## config.mk

```make
export PLATFORM = sky130hd
export DESIGN_NAME = bin_to_bcd_converter
export DESIGN_NICKNAME = d
export VERILOG_FILES = /design/src/rtl/bcd_pkg.sv /design/src/rtl/bcd_digit_adj.sv /design/src/rtl/bin_to_bcd_converter.sv
export SDC_FILE = /design/constraint.sdc
export NUM_CORES = 1
export LEC_CHECK = 0
export BUFFER_PORTS_ARGS = -buffer_cell sky130_fd_sc_hd__buf_2
export CELL_PAD_IN_SITES_DETAIL_PLACEMENT = 1
export CELL_PAD_IN_SITES_GLOBAL_PLACEMENT = 2
export CORE_ASPECT_RATIO = 0.9
export CORE_MARGIN = 2
export CORE_UTILIZATION = 37
export DETAILED_ROUTE_END_ITERATION = 8
export GPL_TIMING_DRIVEN = 1
export HOLD_SLACK_MARGIN = 0.06
export PLACE_DENSITY = 0.89
export SLEW_MARGIN = 20
export SYNTH_ARGS = -nofsm -noshare
export SYNTH_HDL_FRONTEND = slang
export SYNTH_SLANG_ARGS = --single-unit
```

## constraint.sdc

```tcl
create_clock -name CLK -period 3.7 [get_ports CLK]
set_input_delay 0.185 -clock CLK [delete_from_list [all_inputs] [get_ports CLK]]
set_output_delay 0.185 -clock CLK [all_outputs]
set_load 0.1 [all_outputs]
```

## src/rtl/bcd_pkg.sv

```systemverilog
// rtl/bcd_pkg.sv - shared types, constants and helpers for the binary-to-BCD converter
// Contents: FSM state enum, BCD nibble width, and the largest representable
// decimal value for a given digit count (used by the optional overflow check,
// macro BIN2BCD_OVERFLOW_EN).
package bcd_pkg;

    typedef enum logic [1:0] {
        ST_IDLE,
        ST_CONVERT,
        ST_DONE
    } bcd_state_t;

    localparam int BCD_NIBBLE_W = 4;

    // 10^digits - 1, e.g. 9999 for four digits.
    function automatic logic [63:0] bcd_max_value(input int digits);
        logic [63:0] r;
        r = '0;
        for (int i = 0; i < digits; i++) begin
            r = r * 64'd10 + 64'd9;
        end
        return r;
    endfunction

endpackage

```

## src/rtl/bcd_digit_adj.sv

```systemverilog
// rtl/bcd_digit_adj.sv - double-dabble digit correction (add 3 when digit >= 5)
// Ports:
//   digit    in   4  BCD digit before correction
//   adjusted out  4  digit + 3 if digit >= 5, else digit (never exceeds 12)
module bcd_digit_adj
    import bcd_pkg::*;
(
    input  logic [BCD_NIBBLE_W-1:0] digit,
    output logic [BCD_NIBBLE_W-1:0] adjusted
);

    always_comb begin
        adjusted = digit;
        if (digit >= 4'd5) begin
            adjusted = digit + 4'd3;
        end
    end

endmodule

```

## src/rtl/bin_to_bcd_converter.sv

```systemverilog
// rtl/bin_to_bcd_converter.sv - sequential shift-and-add-3 binary-to-BCD converter, one bit per clock
// Parameters: BIN_W (binary input width), DIGITS (BCD output digits)
// Ports:
//   CLK    in   1         system clock
//   RST    in   1         synchronous active-high reset
//   START  in   1         conversion request, sampled only in idle
//   BIN    in   BIN_W     unsigned value, latched when START is accepted
//   BCDOUT out  4*DIGITS  packed BCD result, [3:0] is the ones digit
//   DONE   out  1         one-cycle pulse in the cycle BCDOUT is updated
//   BUSY   out  1         high while converting or finishing
//   OVF    out  1         (only with BIN2BCD_OVERFLOW_EN) latched value exceeded 10^DIGITS-1
// Optional feature macro: BIN2BCD_OVERFLOW_EN saturates BCDOUT to all nines and raises OVF.
module bin_to_bcd_converter
    import bcd_pkg::*;
#(
    parameter int BIN_W  = 10,
    parameter int DIGITS = 4
) (
    input  logic                           CLK,
    input  logic                           RST,
    input  logic                           START,
    input  logic [BIN_W-1:0]               BIN,
    output logic [BCD_NIBBLE_W*DIGITS-1:0] BCDOUT,
    output logic                           DONE,
    output logic                           BUSY
`ifdef BIN2BCD_OVERFLOW_EN
    ,
    output logic                           OVF
`endif
);

    localparam int ACC_W = BCD_NIBBLE_W * DIGITS;
    localparam int CNT_W = (BIN_W > 1) ? $clog2(BIN_W) : 1;
    localparam logic [CNT_W-1:0] CNT_LAST = CNT_W'(BIN_W - 1);

    bcd_state_t       state;
    logic [BIN_W-1:0] bin_sh;
    logic [ACC_W-1:0] acc;
    logic [ACC_W-1:0] acc_adj;
    logic [CNT_W-1:0] cnt;

`ifdef BIN2BCD_OVERFLOW_EN
    localparam logic [63:0] BCD_MAX = bcd_max_value(DIGITS);
    // Decided at acceptance because the shift register is consumed by the conversion.
    logic ovf_pend;
`endif

    // Every digit is corrected in parallel before the shift.
    for (genvar g = 0; g < DIGITS; g++) begin : g_adj
        bcd_digit_adj u_adj (
            .digit    (acc[g*BCD_NIBBLE_W +: BCD_NIBBLE_W]),
            .adjusted (acc_adj[g*BCD_NIBBLE_W +: BCD_NIBBLE_W])
        );
    end

    always_ff @(posedge CLK) begin
        if (RST) begin
            state  <= ST_IDLE;
            bin_sh <= '0;
            acc    <= '0;
            cnt    <= '0;
            BCDOUT <= '0;
            DONE   <= 1'b0;
            BUSY   <= 1'b0;
`ifdef BIN2BCD_OVERFLOW_EN
            ovf_pend <= 1'b0;
            OVF      <= 1'b0;
`endif
        end else begin
            DONE <= 1'b0;
            case (state)
                ST_IDLE: begin
                    if (START) begin
                        bin_sh <= BIN;
                        acc    <= '0;
                        cnt    <= '0;
                        BUSY   <= 1'b1;
                        state  <= ST_CONVERT;
`ifdef BIN2BCD_OVERFLOW_EN
                        ovf_pend <= (64'(BIN) > BCD_MAX);
`endif
                    end
                end
                ST_CONVERT: begin
                    // Top accumulator bit falls off: modular result when out of range.
                    acc    <= {acc_adj[ACC_W-2:0], bin_sh[BIN_W-1]};
                    bin_sh <= {bin_sh[BIN_W-2:0], 1'b0};
                    cnt    <= cnt + CNT_W'(1);
                    if (cnt == CNT_LAST) begin
                        state <= ST_DONE;
                    end
                end
                ST_DONE: begin
`ifdef BIN2BCD_OVERFLOW_EN
                    BCDOUT <= ovf_pend ? {DIGITS{4'h9}} : acc;
                    OVF    <= ovf_pend;
`else
                    BCDOUT <= acc;
`endif
                    DONE   <= 1'b1;
                    BUSY   <= 1'b0;
                    state  <= ST_IDLE;
                end
                default: begin
                    state <= ST_IDLE;
                end
            endcase
        end
    end

endmodule

```

# Word-level counts from Yosys, hierarchy flattened
# Index checks and enable logic that the tools add are counted.
# W data, S select, Z words.
# totals
ff_bits,50
inputBits,13
wordCells,43
# classes
addsub,5
magnitude_cmp,4
n_eq_ne,5
muxes,16
n_reduce_logical,6
# op_table
cell,n
$pmux W16 S2,1
$pmux W10 S2,1
$ge A4 B3 Y1 const B,4
$mux W16,1
$mux W4,4
$add A4 B2 Y4 const B,3
$mux W10,1
$pmux W4 S2,1
$reduce_and A2 Y1,3
$add A4 B1 Y4 const B,1
$eq A4 B4 Y1 const B,1
$mux W2,2
$ne A2 B2 Y1 const B,2
$pmux W2 S2,1
$reduce_bool A2 Y1,2
$add A3 B2 Y3 const B,1
$mux W3,1
$eq A2 B1 Y1 const B,1
$eq A2 B2 Y1 const B,1
$logic_not A2 Y1,1
$mux W1,2
$pmux W1 S2,1

# Depth between registers and ports, before layout
# logic_depth
depth_word,3
depth_mapped,7

# Hierarchy
# A second synthesis with hierarchy kept.
# hier_totals
hier_cells,224
area_unflattened_um2,2234.6
# by_module_without_submodules
module,instances,cells_per_inst,area_per_inst_um2,seq_area_each_um2
bin_to_bcd_converter,1,160,1829.3,1001.0
bcd_digit_adj,4,16,101.3,0.0

# Worst setup path after synthesis
# Ideal clock, no wire load.
# synth_path
path_kind,flip-flop to flip-flop
from,reg acc[9]
to,reg acc[10]
setup_time_ns,0.117
arrival_time_ns,1.250
slack_ns,2.333
stages_incl_launch_ff,7
path_cell_list,dfxtp_1 -> inv_1 -> ha_1 -> nand2b_1 -> a21oi_1 -> mux2i_1 -> a22o_1
# synth_between
elab_chain_len,3
word_cells_on_any_way,4
classes_between,1 x add/sub; 1 x order compare; 2 x mux
# synth_rtl
item,line_no,rtl
from (decl),bin_to_bcd_converter.sv:38,logic [ACC_W-1:0] acc;
from (signal assigned),bin_to_bcd_converter.sv:86,"acc <= {acc_adj[ACC_W-2:0], bin_sh[BIN_W-1]};"
$add A4 B2 Y4 / $ge A4 B3 Y1 (equally long branches),"bcd_digit_adj.sv:15, bcd_digit_adj.sv:14",
$mux W4 (*),bcd_digit_adj.sv:14,if (digit >= 4'd5) begin
$pmux W16 S2 (*),bin_to_bcd_converter.sv:71,case (state)
# Every way passes the cells marked *; elsewhere a longest branch is shown, timed or not.
# A chain may end at the register's enable or synchronous reset.

# Worst setup path in the final report
# layout_path
from,reg state[0]
to,reg bin_sh[5]
# layout_between
elab_chain_len,3
word_cells_on_any_way,6
classes_between,2 x eq/ne; 1 x mux; 3 x reduce/logical
# layout_rtl
item,line_no,rtl
from (decl),bin_to_bcd_converter.sv:36,bcd_state_t state;
from (signal assigned),bin_to_bcd_converter.sv:58,state <= ST_IDLE;
from (signal assigned),bin_to_bcd_converter.sv:78,state <= ST_CONVERT;
from (signal assigned),bin_to_bcd_converter.sv:90,state <= ST_DONE;
$eq A2 B1 Y1 / $logic_not A2 Y1 (equally long branches),bin_to_bcd_converter.sv:71,
$reduce_bool A2 Y1 (no line) / $ne A2 B2 Y1 (equally long branches),--,
$reduce_and A2 Y1 (no line),--,
to (signal assigned),bin_to_bcd_converter.sv:87,"bin_sh <= {bin_sh[BIN_W-2:0], 1'b0};"
to (decl),bin_to_bcd_converter.sv:37,logic [BIN_W-1:0] bin_sh;
# Parallel ways exist; a longest one is shown, timed or not.

==> run_summary.xml <==
<?xml version="1.0" encoding="UTF-8"?>
<metrics>
  <group name="sta">
    <metric name="finalSetupViolations" unit="">0</metric>
    <metric name="grt_setup_unrepaired" unit="">false</metric>
    <metric name="hold_ws" unit="ns">0.105</metric>
    <metric name="post-route-min-period" unit="ns">1.94</metric>
    <metric name="final.period_utilization" unit="%">52.3</metric>
    <metric name="final-max-slew-violation-count" unit="">0</metric>
    <metric name="totalNegativeSetupSlack" unit="ns">0</metric>
    <metric name="max-slew-margin-rel" unit="%">50.5</metric>
    <metric name="final_setup_slack_of_the_worst_path" unit="ns">1.76</metric>
    <metric name="max_freq" unit="GHz">0.517</metric>
    <metric name="final.setup_skew" unit="ns">0.00979</metric>
    <metric name="finalHoldViolCount" unit="">0</metric>
    <metric name="worst_pin_slew" unit="ns">0.742</metric>
  </group>
  <group name="place">
    <metric name="placement.cell_area" unit="um2">2350</metric>
    <metric name="detailed_placer_s_ending_hpwl" unit="um">3430</metric>
    <metric name="dp_slack" unit="ns">1.45</metric>
    <metric name="place_inst" unit="">340</metric>
    <metric name="final_wtd_congestion" unit="">0.770</metric>
    <metric name="buffer_ports.inserted" unit="">30</metric>
  </group>
  <group name="setup_path">
    <metric name="arrival" unit="ns">2.18</metric>
    <metric name="worstSetupPathType" unit="">reg -&gt; reg</metric>
    <metric name="r2r_end" unit="">bin_sh[5]</metric>
    <metric name="worst-endpoint-required" unit="ns">3.95</metric>
    <metric name="crit_path_end" unit="">bin_sh[5]</metric>
    <metric name="reg2reg_path_depth" unit="">4</metric>
    <metric name="worst_setup_path_startpoint" unit="">state[0]</metric>
    <metric name="crit_path_max_fanout" unit="">15</metric>
    <metric name="ff2ff_setup_slack" unit="ns">1.76</metric>
    <metric name="timing.rr.start" unit="">state[0]</metric>
    <metric name="worst_setup_path_end_kind" unit="">flip-flop</metric>
    <metric name="worst_setup_path_start_kind" unit="">flip-flop</metric>
  </group>
  <group name="synthesis">
    <metric name="number_of_nets_in_the_synthesized_netlist" unit="">276</metric>
    <metric name="synthesis.area" unit="um2">2220</metric>
    <metric name="synth_warnings" unit="">0</metric>
    <metric name="synth.distinct_cells" unit="">35</metric>
    <metric name="synthesis.area_per_instance" unit="um2">8.79</metric>
    <metric name="synth_cells" unit="">253</metric>
    <metric name="ys_seq_elements" unit="">50</metric>
    <metric name="synth_seq_area_share" unit="%">45.0</metric>
  </group>
  <group name="finish">
    <metric name="area_delta_synth_final" unit="%">10.9</metric>
    <metric name="final_nets" unit="">300</metric>
    <metric name="register_area" unit="um2">1000</metric>
    <metric name="drive_above_1_share" unit="%">15.8</metric>
    <metric name="final_cell_count_no_fill" unit="">348</metric>
    <metric name="multi_input_comb_area" unit="um2">1060</metric>
    <metric name="stdcell_area" unit="um2">2470</metric>
    <metric name="insertedDiodeCount" unit="">0</metric>
    <metric name="fillCellCount" unit="">708</metric>
  </group>
  <group name="outcome">
    <metric name="result_of_the_run" unit="">complete, no violations</metric>
  </group>
  <group name="clock_tree">
    <metric name="clk_latency" unit="ns">0.31</metric>
    <metric name="cts.root.buffer_cell" unit="">sky130_fd_sc_hd__clkbuf_8</metric>
    <metric name="h-tree-depth" unit="">2</metric>
    <metric name="clock_tree.buffer_depth" unit="">2</metric>
    <metric name="cts_tree" unit="">done</metric>
    <metric name="cts-hold-fix-buffers" unit="">0</metric>
    <metric name="clkTransAtPathRegs" unit="ns">0.09</metric>
    <metric name="cts.sinks" unit="">50</metric>
    <metric name="post_cts_resize_count" unit="">0</metric>
    <metric name="cts-buffers-inserted" unit="">5</metric>
    <metric name="cts_post_setup_buffers_inserted" unit="">0</metric>
  </group>
  <group name="floorplan">
    <metric name="start_util" unit="%">38.8</metric>
    <metric name="die_x" unit="um">85.7</metric>
    <metric name="core_region_area" unit="um2">5730</metric>
    <metric name="num_rows" unit="">26</metric>
    <metric name="die_h" unit="um">77.5</metric>
    <metric name="fp.dieArea" unit="um2">6650</metric>
    <metric name="io-pin-count" unit="">31</metric>
  </group>
  <group name="grt">
    <metric name="vias_in_the_first_global_route" unit="">1753</metric>
    <metric name="grt_antenna_before_repair" unit="">0</metric>
    <metric name="grt_max_degree" unit="">38</metric>
    <metric name="track_usage" unit="%">16.1</metric>
    <metric name="overflow" unit="">0</metric>
    <metric name="grt_first_pass_wirelength" unit="um">8490</metric>
  </group>
  <group name="detailed_routing">
    <metric name="drc" unit="">0</metric>
    <metric name="vias" unit="">1780</metric>
    <metric name="detail_route.vias_per_cell" unit="">5.11</metric>
    <metric name="ant_nets" unit="">0</metric>
    <metric name="drt_iter0_markers" unit="">57</metric>
    <metric name="drt_pre_antenna_iters" unit="">4</metric>
    <metric name="routed_wl" unit="um">4960</metric>
    <metric name="detail_route.wl_per_cell" unit="um">14.3</metric>
  </group>
  <group name="worst_hold_path">
    <metric name="hold_class" unit="">in -&gt; reg</metric>
  </group>
  <group name="pwr">
    <metric name="cellPowerDensity" unit="nW/um2">430</metric>
    <metric name="leakagePower" unit="nW">1.03</metric>
    <metric name="worst_ir_drop_vdd" unit="mV">0.220</metric>
  </group>
  <group name="run">
    <metric name="number_of_maximum_capacitance_constraint_violations" unit="">0</metric>
  </group>
</metrics>
[critical path, stage by stage (launching register included)]
cell and delay, ns:
sky130_fd_sc_hd__dfxtp_1 0.63, sky130_fd_sc_hd__nand2b_1 0.36, sky130_fd_sc_hd__nor2_2 0.64, sky130_fd_sc_hd__a222oi_1 0.14, sky130_fd_sc_hd__inv_1 0.11
[placed cells by master (no fill, tap or decap), drive strengths merged, types with 2 or more instances in the layout]
cell type / n
a211oi: 2
a21oi: 26
a222oi: 2
a22o: 13
a2bb2oi: 6
buf: 30
clkbuf: 5
dfxtp: 50
ha: 10
inv: 15
mux2i: 4
nand2: 35
nand2b: 6
nand3: 6
nor2: 30
nor3: 12
o21ai: 9
xnor2: 4
xor2: 3
[Yosys cell counts]
cell                        instances  area share (%)
sky130_fd_sc_hd__dfxtp_1           50              45
sky130_fd_sc_hd__inv_1             13             2.2
sky130_fd_sc_hd__nand3_1            6             1.4
sky130_fd_sc_hd__nor3_1            12             2.7
sky130_fd_sc_hd__o21ai_1            1            0.22
sky130_fd_sc_hd__mux2i_1            4             1.8
sky130_fd_sc_hd__clkbuf_1           3            0.51
sky130_fd_sc_hd__a21o_1             1            0.34
sky130_fd_sc_hd__xnor2_1            4             1.6
sky130_fd_sc_hd__a21oi_1           26             5.9
sky130_fd_sc_hd__a2bb2oi_1          6             2.4
sky130_fd_sc_hd__o22ai_1            1            0.28
sky130_fd_sc_hd__buf_2              1            0.22
sky130_fd_sc_hd__or3_1              1            0.28
sky130_fd_sc_hd__nand2b_1           6             1.7
sky130_fd_sc_hd__buf_4              3             1.0
sky130_fd_sc_hd__o21ai_0            8             1.8
sky130_fd_sc_hd__nand2_1           34             5.7
sky130_fd_sc_hd__nor3b_1            1            0.34
sky130_fd_sc_hd__buf_6              5             2.5
sky130_fd_sc_hd__xor2_1             3             1.2
sky130_fd_sc_hd__nand2_2            1            0.28
sky130_fd_sc_hd__inv_2              1            0.17
sky130_fd_sc_hd__o21ba_2            1            0.45
sky130_fd_sc_hd__buf_8              1            0.68
sky130_fd_sc_hd__a31oi_1            1            0.28
sky130_fd_sc_hd__nand3b_1           1            0.34
sky130_fd_sc_hd__nor2_1            28             4.7
sky130_fd_sc_hd__nor2_4             1            0.51
sky130_fd_sc_hd__ha_1              10             5.6
sky130_fd_sc_hd__nor2_8             1            0.90
sky130_fd_sc_hd__a22o_1            13             5.1
sky130_fd_sc_hd__o31ai_1            1            0.34
sky130_fd_sc_hd__a211oi_1           2            0.68
sky130_fd_sc_hd__a222oi_1           2            0.90
[through the flow]
| stage | util (%) | total power [W] |
|---|---|---|
| 6_report | 43.1 | 0.00106 |
| 5_1_grt | 43.1 | 0.00111 |
| 4_1_cts | 43.0 | 0.00107 |
| 3_5_place_dp | 41.1 | 0.000676 |
| 3_3_place_gp | 41.1 | 0.000672 |
| 2_1_floorplan | - | 0.000658 |
[sequential cells by signal, summed over array words and instances (netlist names)]
name    flops
BCDOUT     16
acc        16
bin_sh     10
cnt         4
state       2
BUSY        1
DONE        1
[routing by layer]
metal | track usage (%) | part of all wire (%) | wire (um)
met1 | 21.1 | 50 | 2500
met2 | 26.2 | 46 | 2300
met3 | 4.47 | 2.5 | 123
met4 | 3.81 | 0.87 | 43
met5 | 0 | 0 | 0
[layout make-up]
class	instances	area share, %
inverters	14	2.13
flip-flops and latches	50	40.6
well taps	70	3.55
multi-input cells	176	43.1
repair buffers	30	6.09
clock inverters	3	1.78
clock buffers	5	2.79
[report_power, final]
group          total (W)  leakage (nW)  internal, W  switching [W]
registers       0.000568         0.406     0.000554      0.0000146
clock network   0.000398        0.0585     0.000203       0.000195
logic          0.0000940         0.562    0.0000332      0.0000608
total            0.00106          1.03     0.000790       0.000270
[how the worst min path moves through the flow]
stage / startpoint / endpoint / slack, ns / depth (start not counted)
3_5_place_dp: BIN[0] / bin_sh[0] / 0.42 / 2
6_report: BIN[0] / bin_sh[0] / 0.10 / 2
5_1_grt: BIN[0] / bin_sh[0] / 0.1 / 2
3_3_place_gp: BIN[0] / bin_sh[0] / 0.41 / 2
4_1_cts: BIN[0] / bin_sh[0] / 0.1 / 2
2_1_floorplan: BIN[0] / bin_sh[0] / 0.31 / 1
[cell families (layout without fill, tap and decap cells)]
group,count (synthesis),count (layout),share of synthesized area (%)
mux,4,4,1.80
flops,50,50,45.0
simple gates,92,92,18.9
fa+ha+maj,10,10,5.63
compound gates,63,63,18.6
xor+xnor,7,7,2.76
buf+inv,27,52,7.31
(Power assumes the default switching activity.)
